### config.mk
export PLATFORM = sky130hd
export DESIGN_NAME = bus_arbiter_2m
export DESIGN_NICKNAME = d
export VERILOG_FILES = /design/src/rtl/bus_arbiter_2m.sv
export SDC_FILE = /design/constraint.sdc
export NUM_CORES = 1
export LEC_CHECK = 0
export CORE_ASPECT_RATIO = 0.5
export CORE_MARGIN = 5
export CORE_UTILIZATION = 44
export CTS_CLUSTER_DIAMETER = 60
export CTS_CLUSTER_SIZE = 20
export DETAILED_ROUTE_END_ITERATION = 10
export PLACE_DENSITY_LB_ADDON = 0.2
export RECOVER_POWER = 100
export SYNTH_ARGS = -nofsm -noshare
export SYNTH_HDL_FRONTEND = slang
export SYNTH_SLANG_ARGS = --single-unit
### constraint.sdc
create_clock -name clk -period 4.68 [get_ports clk]
set_input_delay 0.936 -clock clk [delete_from_list [all_inputs] [get_ports clk]]
set_output_delay 0.936 -clock clk [all_outputs]
set_load 0.01 [all_outputs]
### src/rtl/bus_arbiter_2m.sv
`default_nettype none
// ============================================================================
// Module   : bus_arbiter_2m
// Brief    : Two-master round-robin arbiter for the req/ack bus, with slave timeout.
// Revision : 1.0
// ============================================================================
module bus_arbiter_2m #(
  parameter int TIMEOUT = 16
) (
  input  logic        clk,
  input  logic        rst,
  input  logic        m0_req,
  input  logic        m0_cmd,
  input  logic [31:0] m0_addr,
  input  logic [31:0] m0_wdata,
  output logic        m0_ack,
  output logic [31:0] m0_rdata,
  input  logic        m1_req,
  input  logic        m1_cmd,
  input  logic [31:0] m1_addr,
  input  logic [31:0] m1_wdata,
  output logic        m1_ack,
  output logic [31:0] m1_rdata,
  output logic        s_req,
  output logic        s_cmd,
  output logic [31:0] s_addr,
  output logic [31:0] s_wdata,
  input  logic        s_ack,
  input  logic [31:0] s_rdata,
  output logic [1:0]  grant,
  output logic        err
);

  typedef enum logic [1:0] {
    S_IDLE    = 2'd0,
    S_BUSY    = 2'd1,
    S_RELEASE = 2'd2
  } state_t;

  localparam logic [31:0] c_ERR_DATA = 32'hDEAD_BEEF;
  localparam logic [7:0]  c_TO_LAST  = 8'(TIMEOUT - 1);

  state_t      r_state, w_state;
  logic        r_prio, w_prio;
  logic [7:0]  r_cnt, w_cnt;
  logic        r_s_req, w_s_req;
  logic        r_s_cmd, w_s_cmd;
  logic [31:0] r_s_addr, w_s_addr;
  logic [31:0] r_s_wdata, w_s_wdata;
  logic [1:0]  r_grant, w_grant;
  logic        r_ack0, w_ack0;
  logic        r_ack1, w_ack1;
  logic        r_err, w_err;
  logic [31:0] r_rdata0, w_rdata0;
  logic [31:0] r_rdata1, w_rdata1;
  logic        w_sel1;

  always_ff @(posedge clk or negedge rst) begin
    if (!rst) begin
      r_state   <= S_IDLE;
      r_prio    <= 1'b0;
      r_cnt     <= 8'd0;
      r_s_req   <= 1'b0;
      r_s_cmd   <= 1'b0;
      r_s_addr  <= 32'd0;
      r_s_wdata <= 32'd0;
      r_grant   <= 2'b00;
      r_ack0    <= 1'b0;
      r_ack1    <= 1'b0;
      r_err     <= 1'b0;
      r_rdata0  <= 32'd0;
      r_rdata1  <= 32'd0;
    end else begin
      r_state   <= w_state;
      r_prio    <= w_prio;
      r_cnt     <= w_cnt;
      r_s_req   <= w_s_req;
      r_s_cmd   <= w_s_cmd;
      r_s_addr  <= w_s_addr;
      r_s_wdata <= w_s_wdata;
      r_grant   <= w_grant;
      r_ack0    <= w_ack0;
      r_ack1    <= w_ack1;
      r_err     <= w_err;
      r_rdata0  <= w_rdata0;
      r_rdata1  <= w_rdata1;
    end
  end

  always_comb begin
    w_state   = r_state;
    w_prio    = r_prio;
    w_cnt     = r_cnt;
    w_s_req   = r_s_req;
    w_s_cmd   = r_s_cmd;
    w_s_addr  = r_s_addr;
    w_s_wdata = r_s_wdata;
    w_grant   = r_grant;
    w_ack0    = 1'b0;
    w_ack1    = 1'b0;
    w_err     = 1'b0;
    w_rdata0  = r_rdata0;
    w_rdata1  = r_rdata1;
    w_sel1    = 1'b0;

    case (r_state)
      S_IDLE: begin
        if (m0_req || m1_req) begin
          // A lone requester wins outright; prio only breaks ties.
          w_sel1    = (m0_req && m1_req) ? r_prio : m1_req;
          w_s_cmd   = w_sel1 ? m1_cmd   : m0_cmd;
          w_s_addr  = w_sel1 ? m1_addr  : m0_addr;
          w_s_wdata = w_sel1 ? m1_wdata : m0_wdata;
          w_grant   = w_sel1 ? 2'b10 : 2'b01;
          w_s_req   = 1'b1;
          w_cnt     = 8'd0;
          w_state   = S_BUSY;
        end
      end

      S_BUSY: begin
        if (s_ack) begin
          w_s_req = 1'b0;
          if (r_grant[1]) begin
            w_ack1 = 1'b1;
            if (!r_s_cmd) w_rdata1 = s_rdata;
          end else begin
            w_ack0 = 1'b1;
            if (!r_s_cmd) w_rdata0 = s_rdata;
          end
          w_prio  = r_grant[0];
          w_state = S_RELEASE;
        end else if (r_cnt == c_TO_LAST) begin
          w_s_req = 1'b0;
          w_err   = 1'b1;
          if (r_grant[1]) begin
            w_ack1   = 1'b1;
            w_rdata1 = c_ERR_DATA;
          end else begin
            w_ack0   = 1'b1;
            w_rdata0 = c_ERR_DATA;
          end
          w_prio  = ~r_prio;
          w_state = S_RELEASE;
        end else begin
          w_cnt = r_cnt + 8'd1;
        end
      end

      S_RELEASE: begin
        // Unconditional return to IDLE keeps a just-acked request from being re-granted.
        w_grant = 2'b00;
        w_state = S_IDLE;
      end

      default: begin
        w_state = S_IDLE;
      end
    endcase
  end

  assign s_req    = r_s_req;
  assign s_cmd    = r_s_cmd;
  assign s_addr   = r_s_addr;
  assign s_wdata  = r_s_wdata;
  assign grant    = r_grant;
  assign m0_ack   = r_ack0;
  assign m1_ack   = r_ack1;
  assign err      = r_err;
  assign m0_rdata = r_rdata0;
  assign m1_rdata = r_rdata1;

endmodule
`default_nettype wire

==> results.sh <==
export IMPL_slew_violations=141
export IMPL_die_w_um=176
export IMPL_fillers=942
export IMPL_start_kind="input pin"
export IMPL_grtUsageTotal_pct=22.7
export IMPL_async_flop_share_pct=100
export IMPL_criticalPathCategory="in -> reg"
export IMPL_r2r_worst_path_cells=4
export IMPL_peakVddDrop_mv=0.281
export IMPL_end_kind="flop"
export IMPL_arrival_ns=3.95
export IMPL_cp_required_ns=5.02
export IMPL_grt_antenna_before_repair=0
export IMPL_fin_worst_skew_ns=0.0119
export IMPL_initial_core_util_pct=44.9
export IMPL_clock_sink_count=146
export IMPL_portBuffers=301
export IMPL_tritoncts="done"
export IMPL_hold_viol_final=0
export IMPL_crit_path_max_incr_delay_ns=1.53
export IMPL_cts_hold_fix_buffers=0
export IMPL_cts_htree_levels=4
export IMPL_timing_final_crit_share_pct=77.0
export IMPL_postRouteAntennaNets=0
export IMPL_hold_depth=1
export IMPL_ys_types=38
export IMPL_synth_seq_area_share_pct=60.1
export IMPL_syn_area_per_cell_um2=13.2
export IMPL_cts_setup_buffers=0
export IMPL_design_core_area_um2=13600
export IMPL_synthCells=462
export IMPL_path_clk_slew_ns=0.07
export IMPL_fin_hold_ws_ns=0.486
export IMPL_rows=30
export IMPL_grt_pass1_wl_um=29700
export IMPL_yosys_warnings=0
export IMPL_dieArea_um2=16400
export IMPL_path_max_fanout=50
export IMPL_gp_congestion=0.777
export IMPL_final_common_cell="clkdlybuf4s50_1"
export IMPL_routedWlPerCell_um=20.0
export IMPL_multi_input_area_um2=2170
export IMPL_syn_nets=630
export IMPL_critical_path_cell_chain="dlygate4sd3_1 > nand2b_2 > buf_4 > a21oi_1 > o32a_1"
export IMPL_cts_resized=0
export IMPL_clock_latency_ns=0.41
export IMPL_root_buffer="clkbuf_16"
export IMPL_maxClockFrequency_mhz=277
export IMPL_grt_max_degree=91
export IMPL_overflow=0
export IMPL_die_h_um=93.1
export IMPL_drive_above_1_share_pct=6.44
export IMPL_vias=5326
export IMPL_final_nets=916
export IMPL_drt_pass1_iter_count=4
export IMPL_maxCapViolCount=3
export IMPL_numCtsBuffers=17
export IMPL_routed_wl_um=19000
export IMPL_synth_edf_count=0
export IMPL_antenna_cells=0
export IMPL_viasPerCell=5.59
export IMPL_post_route_min_period_ns=3.61
export IMPL_grt_pass1_vias=5401
export IMPL_timing_slew_headroom_pct=-48.3
export IMPL_power_leakage_nw=4.04
export IMPL_drc=0
export IMPL_violations="max-capacitance violations, max-slew violations"
export IMPL_cp_slowest_cell="a21oi_1"
export IMPL_regArea_um2=3650
export IMPL_worst_pin_slew_ns=2.22
export IMPL_finalSetupViolations=0
export IMPL_first_iter_violations=378
export IMPL_syn_to_final_growth_pct=60.6
export IMPL_final_cell_mix="clkdlybuf4s50_1, dfrtp_1, dlygate4sd3_1"
export IMPL_status="finished, violations left"
export IMPL_cts_max_path_buffers=2
export IMPL_io_pins=302
export IMPL_hold_path_class="reg -> reg"
export IMPL_setup_tns_ns=0
export IMPL_place_hpwl_um=13100
export IMPL_ys_flop_type="dfrtp_1"
export IMPL_synth_seq_cells=146
export IMPL_p_per_area_nw_per_um2=661
export IMPL_syn_area_um2=6080
export IMPL_rsz0062_at_grt="false"
[final timing paths]
kind / startpoint / to / slack (ns)
worst max-delay path: s_ack / m0_rdata[10] / 1.07
worst min-delay path: s_req / s_req / 0.49
worst max register to register: r_state[0] / m0_rdata[10] / 1.21
max in group asynchronous: rst / s_wdata[26] / 1.69
min in group asynchronous: rst / s_wdata[0] / 1.16
worst min register to register: s_req / s_req / 0.49
[registers in the layout, summed over array words and instances, names as in the netlist, 2 cells and up]
| signal | flops |
|---|---|
| m0_rdata | 32 |
| r_state | 2 |
| s_addr | 32 |
| s_wdata | 32 |
| grant | 2 |
| r_cnt | 8 |
| m1_rdata | 32 |
[synthesized netlist by cell type (8+ instances only)]
cell type / n / area (um2)
o21ai_0: 11 / 55.1
clkbuf_1: 17 / 63.8
a221o_1: 65 / 651
buf_2: 8 / 40.0
nor2b_1: 65 / 407
buf_4: 8 / 60.1
nand2_1: 8 / 30.0
o32a_1: 48 / 480
o31ai_1: 8 / 60.1
nor2_1: 8 / 30.0
a32o_1: 16 / 160
dfrtp_1: 146 / 3650
[per-layer routing]
| layer | track usage (%) | vias to the layer above | part of all wire, % |
|---|---|---|---|
| li1 | - | 2408 | - |
| met1 | 27.7 | 2667 | 39 |
| met2 | 38.6 | 229 | 50 |
| met3 | 7.59 | 22 | 8.9 |
| met4 | 6.81 | 0 | 1.9 |
| met5 | 0 | - | 0 |
[power breakdown]
group          switching [W]  internal (W)  total [W]
clock               0.000603      0.000867    0.00147
sequential          0.000326       0.00185    0.00218
combinational        0.00129       0.00151    0.00281
[final cells by class]
type | instances | area share, %
timing repair buffer | 307 | 31.2
sequential | 146 | 37.4
tap | 192 | 2.46
clock buffer | 17 | 4.35
inverter | 6 | 0.231
clock inverter | 15 | 2.14
multi-input combinational | 270 | 22.2
[stage by stage]
stage | instance area [um2] | total power (W) | setup WS, ns | cells | util, %
final | 9770 | 0.00646 | 1.07 | 953 | 72.1
after global routing | 9770 | 0.00683 | 0.940 | 953 | 72.1
after CTS | 9810 | 0.00676 | 1.78 | 953 | 72.4
after detailed placement | 9170 | 0.00526 | 1.33 | 921 | 67.7
after global placement | 9170 | 0.00519 | 1.39 | 921 | 67.7
after floorplan | 6080 | 0.00364 | 2.46 | 462 | -
[critical path: cells and delay by family]
family          cells  cell delay [ns]
buf+inv             2             1.01
compound gates      2             1.91
simple gates        1             0.08
[logic make-up (layout without fill, tap and decap cells)]
logic type	after synthesis	after routing	share of synthesized area, %
muxes	1	1	0.247
and+or+nand+nor	106	106	10.7
buffers and inverters	46	345	3.99
AOI/OAI and AO/OA	162	162	24.8
adders and majority gates	1	1	0.206
DFF	146	146	60.1
Note: power is estimated with default switching activity, not from simulation.
